**config.mk**
```make
export PLATFORM = sky130hd
export DESIGN_NAME = elevator_scan_controller
export DESIGN_NICKNAME = d
export VERILOG_FILES = /design/src/rtl/elevator_pkg.sv /design/src/rtl/elevator_request_bank.sv /design/src/rtl/elevator_scan_controller.sv
export SDC_FILE = /design/constraint.sdc
export NUM_CORES = 1
export LEC_CHECK = 0
export CORE_MARGIN = 5
export CORE_UTILIZATION = 48
export CTS_BUF_LIST = sky130_fd_sc_hd__clkbuf_2 sky130_fd_sc_hd__clkbuf_4 sky130_fd_sc_hd__clkbuf_8
export CTS_CLUSTER_SIZE = 8
export DETAILED_ROUTE_END_ITERATION = 7
export GPL_TIMING_DRIVEN = 0
export PLACE_DENSITY_LB_ADDON = 0.12
export SYNTH_ARGS = -nofsm -noshare
export SYNTH_HDL_FRONTEND = slang
export SYNTH_SLANG_ARGS = --single-unit
```
**constraint.sdc**
```tcl
create_clock -name clock -period 3.1 [get_ports clock]
set_input_delay 0.62 -clock clock [delete_from_list [all_inputs] [get_ports clock]]
set_output_delay 0.62 -clock clock [all_outputs]
set_load 0.02 [all_outputs]
```
**src/rtl/elevator_pkg.sv**
```systemverilog
// Shared constants for the elevator scan controller: state encodings, default sizing, request flags.
// Optional feature macro: ELEVATOR_EMERGENCY_RECALL_EN (see elevator_scan_controller.sv).
package elevator_pkg;

  localparam int DEF_NUM_FLOORS    = 11;
  localparam int DEF_FLOOR_W       = 4;
  localparam int DEF_TRAVEL_CYCLES = 4;
  localparam int DEF_DOOR_CYCLES   = 8;

  // Encodings are visible on the state output, so they must stay stable.
  localparam logic [2:0] ST_OFF       = 3'd0;
  localparam logic [2:0] ST_IDLE      = 3'd1;
  localparam logic [2:0] ST_MOVING    = 3'd2;
  localparam logic [2:0] ST_DOOR_OPEN = 3'd3;
  localparam logic [2:0] ST_EMERGENCY = 3'd4;

  typedef struct packed {
    logic any_above;   // a pending request strictly above current_floor
    logic any_below;   // a pending request strictly below current_floor
    logic at_floor;    // a pending request at current_floor
    logic hit_next;    // a pending request at the floor about to be reached
    logic press_here;  // a button for current_floor is being pressed right now
  } req_flags_t;

endpackage

```
**src/rtl/elevator_request_bank.sv**
```systemverilog
// Hall/cab request storage with set/clear arbitration and position-relative summary flags.
// Optional feature macro: ELEVATOR_EMERGENCY_RECALL_EN (not used in this file).
module elevator_request_bank
  import elevator_pkg::*;
#(
  parameter int NUM_FLOORS = DEF_NUM_FLOORS,
  parameter int FLOOR_W    = DEF_FLOOR_W
) (
  input  logic                  clock,
  input  logic                  reset,
  input  logic [NUM_FLOORS-1:0] call_buttons,
  input  logic [NUM_FLOORS-1:0] panel_buttons,
  input  logic                  accept,
  input  logic                  suppress_here,
  input  logic                  clear_all,
  input  logic                  clear_floor_en,
  input  logic [FLOOR_W-1:0]    clear_floor,
  input  logic [FLOOR_W-1:0]    current_floor,
  input  logic [FLOOR_W-1:0]    next_floor,
  output logic [NUM_FLOORS-1:0] call_req,
  output logic [NUM_FLOORS-1:0] panel_req,
  output req_flags_t            flags
);

  logic [NUM_FLOORS-1:0] here_mask, next_mask, above_mask, below_mask, clr_mask, set_mask;
  logic [NUM_FLOORS-1:0] pending;

  // NOTE: every mask gets a default before the loop so this block can never infer a latch.
  always_comb begin
    here_mask  = '0;
    next_mask  = '0;
    above_mask = '0;
    below_mask = '0;
    clr_mask   = '0;
    for (int i = 0; i < NUM_FLOORS; i++) begin
      here_mask[i]  = (FLOOR_W'(i) == current_floor);
      next_mask[i]  = (FLOOR_W'(i) == next_floor);
      above_mask[i] = (FLOOR_W'(i) >  current_floor);
      below_mask[i] = (FLOOR_W'(i) <  current_floor);
      clr_mask[i]   = clear_all | (clear_floor_en && (FLOOR_W'(i) == clear_floor));
    end
    set_mask = accept ? ~({NUM_FLOORS{suppress_here}} & here_mask) : '0;
  end

  // NOTE: non-blocking assignments so both banks update from pre-edge values; clear is applied last and wins.
  always_ff @(posedge clock or posedge reset) begin
    if (reset) begin
      call_req  <= '0;
      panel_req <= '0;
    end else begin
      call_req  <= (call_req  | (call_buttons  & set_mask)) & ~clr_mask;
      panel_req <= (panel_req | (panel_buttons & set_mask)) & ~clr_mask;
    end
  end

  assign pending          = call_req | panel_req;
  assign flags.any_above  = |(pending & above_mask);
  assign flags.any_below  = |(pending & below_mask);
  assign flags.at_floor   = |(pending & here_mask);
  assign flags.hit_next   = |(pending & next_mask);
  assign flags.press_here = |((call_buttons | panel_buttons) & here_mask);

endmodule

```
**src/rtl/elevator_scan_controller.sv**
```systemverilog
// SCAN elevator controller: serves requests in the current direction, reverses only when idle.
// Macro ELEVATOR_EMERGENCY_RECALL_EN: emergency recalls the cab to floor 0; otherwise emergency freezes it.
module elevator_scan_controller
  import elevator_pkg::*;
#(
  parameter int NUM_FLOORS    = DEF_NUM_FLOORS,
  parameter int FLOOR_W       = DEF_FLOOR_W,
  parameter int TRAVEL_CYCLES = DEF_TRAVEL_CYCLES,
  parameter int DOOR_CYCLES   = DEF_DOOR_CYCLES
) (
  input  logic                  clock,
  input  logic                  reset,
  input  logic [NUM_FLOORS-1:0] call_buttons,
  input  logic [NUM_FLOORS-1:0] panel_buttons,
  input  logic                  door_open_btn,
  input  logic                  door_close_btn,
  input  logic                  emergency_btn,
  input  logic                  power_switch,
  input  logic                  weight_sensor,
  output logic [NUM_FLOORS-1:0] call_lights,
  output logic [NUM_FLOORS-1:0] panel_lights,
  output logic [FLOOR_W-1:0]    current_floor,
  output logic                  direction_up,
  output logic                  moving,
  output logic                  door_open,
  output logic [2:0]            state
);

  localparam int TCW = (TRAVEL_CYCLES > 1) ? $clog2(TRAVEL_CYCLES) : 1;
  localparam int DCW = $clog2(DOOR_CYCLES);
  localparam logic [TCW-1:0]     TRAVEL_LAST = TCW'(TRAVEL_CYCLES - 1);
  localparam logic [DCW-1:0]     DOOR_LAST   = DCW'(DOOR_CYCLES - 1);
  localparam logic [FLOOR_W-1:0] TOP_FLOOR   = FLOOR_W'(NUM_FLOORS - 1);

  logic [2:0]         state_d;
  logic [FLOOR_W-1:0] floor_d, next_floor, clear_floor;
  logic [TCW-1:0]     travel_cnt, travel_d;
  logic [DCW-1:0]     door_cnt, door_d;
  logic               dir_q, dir_d;
  logic               accept, suppress_here, clear_all, clear_floor_en;
  req_flags_t         flags;

  elevator_request_bank #(
    .NUM_FLOORS (NUM_FLOORS),
    .FLOOR_W    (FLOOR_W)
  ) u_requests (
    .clock          (clock),
    .reset          (reset),
    .call_buttons   (call_buttons),
    .panel_buttons  (panel_buttons),
    .accept         (accept),
    .suppress_here  (suppress_here),
    .clear_all      (clear_all),
    .clear_floor_en (clear_floor_en),
    .clear_floor    (clear_floor),
    .current_floor  (current_floor),
    .next_floor     (next_floor),
    .call_req       (call_lights),
    .panel_req      (panel_lights),
    .flags          (flags)
  );

  assign next_floor = dir_q ? current_floor + 1'b1 : current_floor - 1'b1;

  always_comb begin
    state_d        = state;
    floor_d        = current_floor;
    dir_d          = dir_q;
    travel_d       = travel_cnt;
    door_d         = door_cnt;
    accept         = 1'b1;
    suppress_here  = (state == ST_IDLE) || (state == ST_DOOR_OPEN);
    clear_all      = 1'b0;
    clear_floor_en = 1'b0;
    clear_floor    = current_floor;

    if (!power_switch) begin
      state_d   = ST_OFF;
      travel_d  = '0;
      door_d    = '0;
      accept    = 1'b0;
      clear_all = 1'b1;
    end else if (emergency_btn) begin
      state_d = ST_EMERGENCY;
`ifdef ELEVATOR_EMERGENCY_RECALL_EN
      accept    = 1'b0;
      clear_all = 1'b1;
      if (state != ST_EMERGENCY) begin
        travel_d = '0;
      end else if (current_floor != '0) begin
        if (travel_cnt == TRAVEL_LAST) begin
          floor_d  = current_floor - 1'b1;
          travel_d = '0;
        end else begin
          travel_d = travel_cnt + 1'b1;
        end
      end
`endif
    end else begin
      case (state)
        ST_OFF: begin
          // Any partial travel before the outage is forgotten.
          state_d  = ST_IDLE;
          travel_d = '0;
          door_d   = '0;
        end
        ST_EMERGENCY: state_d = ST_IDLE;
        ST_IDLE: begin
          if (door_open_btn || flags.press_here || flags.at_floor) begin
            state_d        = ST_DOOR_OPEN;
            door_d         = DOOR_LAST;
            clear_floor_en = flags.at_floor;
          end else if (flags.any_above && (!flags.any_below || dir_q)) begin
            state_d  = ST_MOVING;
            dir_d    = 1'b1;
            travel_d = '0;
          end else if (flags.any_below) begin
            state_d  = ST_MOVING;
            dir_d    = 1'b0;
            travel_d = '0;
          end
        end
        ST_MOVING: begin
          if (travel_cnt != TRAVEL_LAST) begin
            travel_d = travel_cnt + 1'b1;
          end else if ((dir_q && current_floor == TOP_FLOOR) || (!dir_q && current_floor == '0)) begin
            state_d  = ST_IDLE;
            travel_d = '0;
          end else begin
            floor_d  = next_floor;
            travel_d = '0;
            if (flags.hit_next) begin
              state_d        = ST_DOOR_OPEN;
              door_d         = DOOR_LAST;
              clear_floor_en = 1'b1;
              clear_floor    = next_floor;
            end else if (!(dir_q ? flags.any_above : flags.any_below)) begin
              state_d = ST_IDLE;
            end
          end
        end
        ST_DOOR_OPEN: begin
          if (door_open_btn || weight_sensor) begin
            door_d = DOOR_LAST;
          end else if (door_close_btn) begin
            state_d = ST_IDLE;
            door_d  = '0;
          end else if (flags.press_here) begin
            door_d = DOOR_LAST;
          end else if (door_cnt == '0) begin
            state_d = ST_IDLE;
          end else begin
            door_d = door_cnt - 1'b1;
          end
        end
        default: state_d = ST_IDLE;
      endcase
    end
  end

  always_ff @(posedge clock or posedge reset) begin
    if (reset) begin
      state         <= ST_IDLE;
      current_floor <= '0;
      dir_q         <= 1'b1;
      travel_cnt    <= '0;
      door_cnt      <= '0;
    end else begin
      state         <= state_d;
      current_floor <= floor_d;
      dir_q         <= dir_d;
      travel_cnt    <= travel_d;
      door_cnt      <= door_d;
    end
  end

  assign direction_up = dir_q && (state != ST_OFF);
`ifdef ELEVATOR_EMERGENCY_RECALL_EN
  assign moving    = (state == ST_MOVING) || ((state == ST_EMERGENCY) && (current_floor != '0));
  assign door_open = (state == ST_DOOR_OPEN) || ((state == ST_EMERGENCY) && (current_floor == '0));
`else
  assign moving    = (state == ST_MOVING);
  assign door_open = (state == ST_DOOR_OPEN);
`endif

endmodule

```
-- Yosys cells after proc, flatten, opt, wreduce, memory -nomap -nowiden
Index checks and enable logic that the tools add are counted.
- flip-flop bits (word level): 35
- input bits: 29
- output and inout port bits: 32
- logic and storage cells: 207
- $add $sub $neg: 4
- magnitude comparators: 22
- equality and inequality tests: 51
- mux-type cells: 52
- bitwise logic cells: 31
- reductions and logical operators: 40
- operators by type and width (operator ; count):
    $and 11x11->11 ; 10
    $mux 3 ; 23
    $reduce_or 11->1 ; 5
    $eq 3x4->1 const A ; 12
    $or 11x11->11 ; 4
    $eq 4x4->1 const A ; 9
    $mux 4 ; 7
    $eq 2x4->1 const A ; 6
    $not 11->11 ; 2
    $gt 3x4->1 const A ; 4
    $lt 3x4->1 const A ; 4
    $logic_and 1x1->1 ; 15
    $eq 1x4->1 const A ; 3
    $gt 4x4->1 const A ; 3
    $logic_not 4->1 ; 3
    $lt 4x4->1 const A ; 3
    $mux 2 ; 6
    $ne 6x6->1 const B ; 2
    $pmux 3 s4 ; 1
    $mux 1 ; 11
    $mux 11 ; 1
    $or 1x1->1 ; 11
    $reduce_and 5->1 ; 2
    $ne 3x3->1 const B ; 3
    32 further kinds ; 50

-- Longest topological paths before layout
Gate-level depths: netlist of the first run.
- depth after elaboration: 16
- mapped depth: 12

-- By module
A second synthesis of the first run with hierarchy kept.
- cell total of the unflattened synthesis: 319
- area total of the unflattened synthesis: 2752.6 um^2
- modules (own cells, without submodules) (module ; instances ; cells an instance ; area each (um^2) ; seq. area each (um^2)):
    elevator_request_bank ; 1 ; 201 ; 1649.1 ; 550.5
    elevator_scan_controller ; 1 ; 118 ; 1103.6 ; 327.8

-- Worst setup path before layout of the first run
No wires, ideal clock.
- path kind: register to register
- start: register current_floor[1]
- end: register u_requests.call_req[4]
- setup time: 0.083 ns
- data arrival time: 3.021 ns
- data required time: 3.017 ns
- path slack: -0.003 ns
- stages on the path, launching flop included: 12
- path buffers: 2
- period minus slack after synthesis: 3.103 ns
- path through: dfrtp_1 clkbuf_1 inv_1 ha_1 xnor2_1 mux2i_1 nor4_2 o31ai_4 a21oi_1 or3_1 buf_2 a31oi_1
- cells in the longest elaborated chain, start to end: 16
- ends and longest elaborated chain (item ; RTL line ; RTL):
    start: declaration ; elevator_scan_controller.sv:22 ; output logic [FLOOR_W-1:0] current_floor,
    start signal: assignment ; elevator_scan_controller.sv:170 ; current_floor <= floor_d;
    $sub 4x1->4 / $add 4x1->4 (equally long branches) ; elevator_scan_controller.sv:63 ; assign next_floor = dir_q ? current_floor + 1'b1 : current_floor - 1'b1;
    $mux 4 ; elevator_scan_controller.sv:63 ;
    $eq 1x4->1, or another cell as far along ; elevator_request_bank.sv:37 ; next_mask[i] = (FLOOR_W'(i) == next_floor);
    $and 11x11->11 ; elevator_request_bank.sv:60 ; assign flags.hit_next = |(pending & next_mask);
    $reduce_or 11->1 ; elevator_request_bank.sv:60 ;
    $mux 4 ; elevator_scan_controller.sv:132 ; if (flags.hit_next) begin
    $mux 4 ; elevator_scan_controller.sv:126 ; end else if ((dir_q && current_floor == TOP_FLOOR) || (!dir_q && current_floor == '0)) begin
    $mux 4 ; elevator_scan_controller.sv:124 ; if (travel_cnt != TRAVEL_LAST) begin
    $mux 4 ; elevator_scan_controller.sv:100 ; case (state)
    $mux 4 ; elevator_scan_controller.sv:83 ; end else if (emergency_btn) begin
    $mux 4 ; elevator_scan_controller.sv:77 ; if (!power_switch) begin
    $eq 3x4->1 ; elevator_request_bank.sv:40 ; clr_mask[i] = clear_all | (clear_floor_en && (FLOOR_W'(i) == clear_floor));
    $logic_and 1x1->1 ; elevator_request_bank.sv:40 ;
    $or 1x1->1 ; elevator_request_bank.sv:40 ;
    $not 11->11 ; elevator_request_bank.sv:51 ; call_req <= (call_req | (call_buttons & set_mask)) & ~clr_mask;
    $and 11x11->11 * ; elevator_request_bank.sv:51 ;
    end signal: assignment ; elevator_request_bank.sv:51 ;
    end: declaration ; elevator_request_bank.sv:20 ; output logic [NUM_FLOORS-1:0] call_req,
Every way passes the cells marked *; elsewhere a longest branch is shown, timed or not.
A chain may end at the register's enable or synchronous reset.

-- Worst setup path in the final report of the first run
- start: register current_floor[0]
- end: register u_requests.panel_req[9]
- cells in the longest elaborated chain, start to end: 16
- ends and longest elaborated chain (item ; RTL line ; RTL):
    $sub 4x1->4 / $add 4x1->4 (equally long branches) ; elevator_scan_controller.sv:63 ;
    $mux 4 ; elevator_scan_controller.sv:63 ;
    $eq 1x4->1, or another cell as far along ; elevator_request_bank.sv:37 ;
    $and 11x11->11 ; elevator_request_bank.sv:60 ;
    $reduce_or 11->1 ; elevator_request_bank.sv:60 ;
    $mux 4 ; elevator_scan_controller.sv:132 ;
    $mux 4 ; elevator_scan_controller.sv:126 ;
    $mux 4 ; elevator_scan_controller.sv:124 ;
    $mux 4 ; elevator_scan_controller.sv:100 ;
    $mux 4 ; elevator_scan_controller.sv:83 ;
    $mux 4 ; elevator_scan_controller.sv:77 ;
    $eq 4x4->1 ; elevator_request_bank.sv:40 ;
    $logic_and 1x1->1 ; elevator_request_bank.sv:40 ;
    $or 1x1->1 ; elevator_request_bank.sv:40 ;
    $not 11->11 ; elevator_request_bank.sv:52 ; panel_req <= (panel_req | (panel_buttons & set_mask)) & ~clr_mask;
    $and 11x11->11 * ; elevator_request_bank.sv:52 ;
    end signal: assignment ; elevator_request_bank.sv:52 ;
    end: declaration ; elevator_request_bank.sv:21 ; output logic [NUM_FLOORS-1:0] panel_req,
Marks and branches as above.

==> results.md, run 1 <==
- Sw Pwr: 429 uW
- Register area share after synthesis: 31.7%
- Max_cap viols: 0
- Dpl hpwl: 7940 microns
- Int Pwr: 863 uW
- Global placement routability congestion: 1.02
- Final period util: 99.1%
- Cells after Synth: 356
- Post-Route WL: 10600 microns
- Core Area: 5570 sq um
- Status: completed
- Post-DP Area: 3470 sq um
- Nets@finish: 475
- Inserted Clock Buffers: 5
- Power Density: 335 nW/um^2
- Crit path time final: 3.07 ns
- Post-Syn Area per Cell: 7.80 sq um
- Die H: 86.0 microns
- Peak VDD IR: 0.201 mV
- Async set or reset register ratio after synthesis: 100%
- HP Class: flop to flop
- Wire length per cell: 20.7 microns
- Grt total ovfl: 0
- Die footprint: 7400 sq um
- Drt first pass iters: 5
- Final antenna-violating net count: 0
- Layout cells sized above 1: 15.7%
- CP max FO: 10
- Largest net degree at the start of global routing: 36
- Vias: 3366
- Fillers: 454
- CTS root buf: clkbuf_8
- TritonCTS clock tree: yes
- Clk buf depth: 2
- First-pass GRT wire length: 16700 microns
- Netlist cell types: 62
- Startpoint types: flop
- Data required, critical path: 3.25 ns
- Starting Density: 49.8%
- Worst skew pair latency: 0.29 ns
- Max Freq: 0.326 GHz
- Clock sink count: 35
- Lkg Pwr: 1.47 nW
- Buffers on Ports: 60
- H-tree levels: 2
- Initial antenna violation count: 0
- Slew @ Worst Pin: 0.759 ns
- Layout Area Growth over Synthesis: 38.8%
- Critical path class: flop to flop
- Post-Syn Area: 2780 sq um
- Crit. End Element: flop
- Clock Skew: 0.00399 ns
- Register share of total power: 39.8%
- Ys Warns: 0
- Worst relative slew slack: 49.3%
- Reg clk slew, reported paths: 0.07 ns
- DR iter-0 viols: 459
- Logic pwr share: 30.3%
- Hold Vio Cnt, Final: 0
- CTS Hold Bufs: 0
- Remaining DRCs: 0
- Critical Path AT: 3.22 ns
- Register bit total from synthesis: 35
- Number of global-route vias before repair: 3135
- Post-route setup TNS: 0 ns
- Via density: 6.57
- Total GRT Usage: 28.9%
- EDFF count, synth: 0
- Final setup violation count: 0
- Switching share of power: 33.2%
- Clk pwr share: 29.9%
- Syn_nets: 392
- Chip width: 86.0 microns
- Site Rows: 27
- Ports: 61
- Design area: 3850 sq um
- # diodes: 0
- Slew Limit Fails: 0
- Predominant post-synthesis flop cell: dfrtp_1
## placed cells by master, fill, tap and decap left out, drive strengths merged, types with 4 or more instances in the layout
| cell type | n |
|---|---|
| clkbuf | 19 |
| ha | 7 |
| o22ai | 4 |
| a31oi | 15 |
| clkdlybuf4s50 | 60 |
| nor4 | 6 |
| a21o | 4 |
| nand3 | 7 |
| dfrtp | 33 |
| or2 | 7 |
| nor2 | 36 |
| nor3 | 25 |
| nand2 | 26 |
| inv | 8 |
| buf | 23 |
| xnor2 | 4 |
| a21oi | 50 |
| a41oi | 4 |
| o21ai | 28 |
| mux2i | 5 |
| nand2b | 6 |
| nand4 | 7 |
## cells by family (layout without fill, tap and decap cells)
group           after synthesis  in the layout  share of synthesized area (%)
fa+ha+maj                     7              7                           3.16
compound gates              139            140                           32.1
flops                        35             35                           31.7
simple gates                134            134                           24.3
xor+xnor                      5              5                           1.58
buf+inv                      30            113                           4.60
mux                           6              6                           2.61
## cell usage after synthesis, types with 2 or more instances
library cell  number  share of area, %
dfrtp_1           33                30
xnor2_1            4               1.3
nand4b_1           2              0.63
nor2b_1            3              0.68
ha_1               7               3.2
a21oi_1           50               9.0
nand3_1            7               1.3
nor4_2             2              0.90
a211oi_1           2              0.54
o211a_1            2              0.72
or2_2              7               1.6
a41oi_1            4               1.3
a21o_1             4               1.1
nand4_1            7               1.6
o22ai_1            4              0.90
o311a_1            2              0.72
mux2i_1            5               1.8
o211ai_1           3              0.81
buf_2              3              0.54
nand2b_1           6               1.4
nand2_1           26               3.5
o21ai_0           28               5.0
inv_1             10               1.4
nor4_1             4              0.90
or3_1              3              0.68
o31a_1             3              0.95
a211o_1            2              0.63
nor2_1            36               4.9
a31oi_1           15               3.4
clkbuf_1          13               1.8
a22o_1             2              0.63
o41ai_1            2              0.63
dfstp_2            2               1.9
nor3_1            25               4.5
## state kept, by name, summed over array words and instances (netlist names)
signal,flops
state,3
u_requests.panel_req,11
current_floor,4
travel_cnt,2
u_requests.call_req,11
door_cnt,3
dir_q,1
## power groups by stage
stage,clock network [mW],registers (mW),logic [mW]
floorplan,0,0.540,0.183
global placement,0,0.520,0.343
detailed placement,0,0.522,0.348
CTS,0.386,0.514,0.379
global route,0.412,0.518,0.416
finish,0.387,0.514,0.391
## through the flow
step	utilization [%]	setup slack [ns]	total power [mW]	hold WS, ns	std cells
final	69.1	0.0290	1.29	0.538	512
after global routing	69.1	-0.00855	1.35	0.567	512
after CTS	66.5	-0.0216	1.28	0.538	500
after detailed placement	62.3	-0.780	0.870	0.525	488
after global placement	62.3	-0.738	0.864	0.519	488
after floorplan	-	0.0915	0.723	0.500	356
## critical path, stage by stage, from the launching register on
cell	delay, ns
dfrtp_2	0.43
buf_8	0.15
clkinvlp_4	0.14
ha_1	0.27
clkbuf_2	0.21
nand4b_1	0.13
o31a_1	0.22
nand4_1	0.18
buf_4	0.21
nor3_1	0.28
a41oi_1	0.18
a21oi_1	0.41
nor3_1	0.10
## cell type report
cell class | count | area (sq um) | share of cell area, %
inverter | 11 | 52.6 | 1.36
tap | 72 | 90.1 | 2.34
clock buffer | 8 | 104 | 2.70
buffer | 18 | 105 | 2.73
multi-input combinational | 292 | 1900 | 49.3
sequential | 35 | 881 | 22.9
timing repair buffer | 76 | 721 | 18.7
## layer usage
layer  part of all wire [%]  global-route usage, %  up-vias  wire length, microns
met3                    8.7                   5.28       22                   920
met2                     45                   44.6      224                  4810
li1                       -                      -     1518                     -
met1                     44                   41.2     1602                  4630
met4                    2.2                   8.20        0                   232
met5                      0                      0        -                     0
## path summary, 6_finish.rpt
check | startpoint | endpoint | slack (ns) | depth (start not counted)
worst max-delay path | current_floor[0]$_DFFE_PP0P_ | u_requests.panel_req[9]$_DFF_PP0_ | 0.03 | 12
worst min-delay path | door_cnt[1]$_DFFE_PP0P_ | door_cnt[1]$_DFFE_PP0P_ | 0.54 | 2
worst max register to register | current_floor[0]$_DFFE_PP0P_ | u_requests.panel_req[9]$_DFF_PP0_ | 0.03 | 12
worst min register to register | door_cnt[1]$_DFFE_PP0P_ | door_cnt[1]$_DFFE_PP0P_ | 0.54 | 2
max in group asynchronous | reset | current_floor[1]$_DFFE_PP0P_ | 1.79 | 2
min in group asynchronous | reset | u_requests.call_req[4]$_DFF_PP0_ | 0.77 | 2
## repair_timing
action | 4_1_cts | 5_1_grt
setup endpoints to repair | 30 | 30
cloned | 1 | 0
buffers inserted | 4 | 12
resized for setup | 19 | 15
pin swaps | 7 | 5
(Power assumes the default switching activity.)
==> run 2: changes to the inputs <==
--- a/config.mk
+++ b/config.mk
@@ -5,12 +5,12 @@
 export SDC_FILE = /design/constraint.sdc
 export NUM_CORES = 1
 export LEC_CHECK = 0
+export CAP_MARGIN = 20
 export CORE_MARGIN = 5
 export CORE_UTILIZATION = 48
 export CTS_BUF_LIST = sky130_fd_sc_hd__clkbuf_2 sky130_fd_sc_hd__clkbuf_4 sky130_fd_sc_hd__clkbuf_8
 export CTS_CLUSTER_SIZE = 8
 export DETAILED_ROUTE_END_ITERATION = 7
-export GPL_TIMING_DRIVEN = 0
 export PLACE_DENSITY_LB_ADDON = 0.12
 export SYNTH_ARGS = -nofsm -noshare
 export SYNTH_HDL_FRONTEND = slang
==> results.md, run 2 (synthesis results as in run 1) <==
- Clk buf depth: 2 (unchanged)
- Max_cap viols: 0 (unchanged)
- Worst skew pair latency: 0.30 ns (was 0.29 ns)
- Most common library cell in the layout ignoring fill and taps: clkdlybuf4s50_1 (unchanged)
- Clock sink count: 35 (unchanged)
- Initial antenna violation count: 0 (unchanged)
- Largest registers: u_requests.call_req: 11 flops, u_requests.panel_req: 11 flops, current_floor: 4 flops (unchanged)
- DR iter-0 viols: 433 (was 459)
- Gr busiest metal: met2 (unchanged)
- Worst hold slack: 0.536 ns (was 0.538 ns)
- Switching share of power: 33.7% (was 33.2%)
- Post-route setup TNS: 0 ns (unchanged)
- Total GRT Usage: 26.8% (was 28.9%)
- Slew @ Worst Pin: 0.520 ns (was 0.759 ns)
- Hold Vio Cnt, Final: 0 (unchanged)
- Cells resized by post-CTS repair: 0 (was 19)
- Post-Route WL: 9860 microns (was 10600 microns)
- Cells after DPL: 493 (was 488)
- Chip width: 86.0 microns (unchanged)
- Final period util: 93.1% (was 99.1%)
- Power Density: 331 nW/um^2 (was 335 nW/um^2)
- Startpoint types: flop (unchanged)
- Starting Density: 49.8% (unchanged)
- Dpl hpwl: 7550 microns (was 7940 microns)
- Sw Pwr: 408 uW (was 429 uW)
- Register share of total power: 43.2% (was 39.8%)
- Int Pwr: 803 uW (was 863 uW)
- Total setup buffers inserted after CTS: 0 (was 4)
- Number of global-route vias before repair: 3177 (was 3135)
- Peak VDD IR: 0.178 mV (was 0.201 mV)
- Core Area: 5570 sq um (unchanged)
- Met1 Use GR: 38.0% (was 41.2%)
- Clock Skew: 0.00532 ns (was 0.00399 ns)
- CTS Hold Bufs: 0 (unchanged)
- Crit path time final: 2.89 ns (was 3.07 ns)
- Clk pwr share: 27.5% (was 29.9%)
- Worst Setup SP: current_floor[0]$_DFFE_PP0P_ (unchanged)
- Multi-input logic area: 1780 sq um (was 1900 sq um)
- Seq. cell area: 878 sq um (was 881 sq um)
- Largest net degree at the start of global routing: 36 (unchanged)
- Nets@finish: 464 (was 475)
- Die footprint: 7400 sq um (unchanged)
- Fin util: 65.5% (was 69.1%)
- Critical path class: flop to flop (unchanged)
- Critical Path AT: 3.10 ns (was 3.22 ns)
- H-tree levels: 2 (unchanged)
- CTS root buf: clkbuf_8 (unchanged)
- Grt total ovfl: 0 (unchanged)
- First-pass GRT wire length: 15800 microns (was 16700 microns)
- HP Class: flop to flop (unchanged)
- Final setup violation count: 0 (unchanged)
- Critical Path Max Stage Delay: 0.58 ns (was 0.43 ns)
- Met2 usage: 39.7% (was 44.6%)
- Global placement routability congestion: 1.05 (was 1.02)
- Remaining DRCs: 0 (unchanged)
- Drt first pass iters: 6 (was 5)
- Logic pwr share: 29.3% (was 30.3%)
- TritonCTS clock tree: yes (unchanged)
- Inserted Clock Buffers: 5 (unchanged)
- Crit-path cells: buf_4 -> or4_4 -> a21boi_2 -> nor4_2 -> o31ai_4 -> a31oi_1 -> a211oi_2 -> mux2i_1 (was buf_8 -> clkinvlp_4 -> ha_1 -> clkbuf_2 -> nand4b_1 -> o31a_1 -> nand4_1 -> buf_4 -> nor3_1 -> a41oi_1 -> a21oi_1 -> nor3_1)
- Buffers on Ports: 60 (unchanged)
- Met3 GRT Util: 5.38% (was 5.28%)
- Layout Area Growth over Synthesis: 31.6% (was 38.8%)
- Max Freq: 0.347 GHz (was 0.326 GHz)
- Wire length per cell: 19.7 microns (was 20.7 microns)
- Via density: 6.58 (was 6.57)
- Crit. End Element: flop (unchanged)
- Vias: 3295 (was 3366)
- Reg clk slew, reported paths: 0.08 ns (was 0.07 ns)
- Most frequent cells in the layout: clkdlybuf4s50_1 (60), a21oi_1 (50), nor2_1 (36) (was clkdlybuf4s50_1 (60), a21oi_1 (50), nor2_1 (34))
- Hold path startpoint: door_cnt[1]$_DFFE_PP0P_ (unchanged)
- Fillers: 501 (was 454)
- Unrepaired setup endpoints after global routing: no
- Worst relative slew slack: 64.9% (was 49.3%)
- Fin cells: 501 (was 512)
- Status: completed (unchanged)
- Lkg Pwr: 1.44 nW (was 1.47 nW)
- # diodes: 0 (unchanged)
- Site Rows: 27 (unchanged)
- Layout cells sized above 1: 11.9% (was 15.7%)
- Data required, critical path: 3.31 ns (was 3.25 ns)
- Slew Limit Fails: 0 (unchanged)
- CP max stage cell: or4_4 (was dfrtp_2)
- CP max FO: 24 (was 10)
- Worst r2r src: current_floor[0]$_DFFE_PP0P_ (unchanged)
- Ports: 61 (unchanged)
- Final antenna-violating net count: 0 (unchanged)
- Die H: 86.0 microns (unchanged)
-- run 2: cell count changes in the layout (fill, tap and decap cells not counted), moves of 3 or more --
cell | previous run | this run
inv_1 | 7 | 10
clkinvlp_4 | 3 | 0
buf_4 | 17 | 24
clkinv_2 | 0 | 3
clkbuf_1 | 10 | 0
-- run 2: critical path, delay by kind of cell, from the launching register on --
family | cells | cell delay (ns)
AND/OR/NAND/NOR | 2 | 0.67
AO/OA/AOI/OAI | 4 | 1.27
multiplexers | 1 | 0.24
flip-flops | 1 | 0.38
buffers and inverters | 1 | 0.22
-- run 2: per-layer routing --
metal / vias up / wire length [microns] / share of wire, %
li1: 1489 / - / -
met1: 1539 / 4190 / 42
met2: 236 / 4330 / 44
met3: 31 / 1070 / 11
met4: 0 / 271 / 2.7
met5: - / 0 / 0
-- run 2: area by class of cell --
| cell class | instances | share of cell area (%) |
|---|---|---|
| clock buffer | 5 | 1.88 |
| inverter | 11 | 1.13 |
| sequential | 35 | 24.1 |
| timing repair buffer | 84 | 21.4 |
| multi-input combinational | 291 | 48.7 |
| clock inverter | 3 | 0.411 |
| tap | 72 | 2.47 |
-- run 2: power groups by stage --
stage	Clock (mW)	Sequential [mW]	Combinational [mW]
6_report	0.332	0.523	0.355
5_1_grt	0.361	0.529	0.381
4_1_cts	0.337	0.522	0.352
3_5_place_dp	0	0.531	0.351
3_3_place_gp	0	0.529	0.345
2_1_floorplan	0	0.540	0.183
-- run 2: stage by stage --
stage / worst slack [ns] / total power, mW / area (sq um)
after floorplan: 0.0915 / 0.723 / 2780
after global placement: 0.217 / 0.874 / 3570
after detailed placement: 0.161 / 0.882 / 3570
after CTS: 0.230 / 1.21 / 3650
after global routing: 0.103 / 1.27 / 3650
final: 0.215 / 1.21 / 3650
-- run 2: worst paths after layout --
kind / endpoint / cells past startpoint / slack (ns)
worst max-delay path: door_cnt[0]$_DFFE_PP0P_ / 8 / 0.21
worst min-delay path: door_cnt[1]$_DFFE_PP0P_ / 2 / 0.54
worst max register to register: door_cnt[0]$_DFFE_PP0P_ / 8 / 0.21
worst min register to register: door_cnt[1]$_DFFE_PP0P_ / 2 / 0.54
max in group asynchronous: dir_q$_DFFE_PP1P_ / 3 / 2.01
min in group asynchronous: door_cnt[1]$_DFFE_PP0P_ / 3 / 0.74
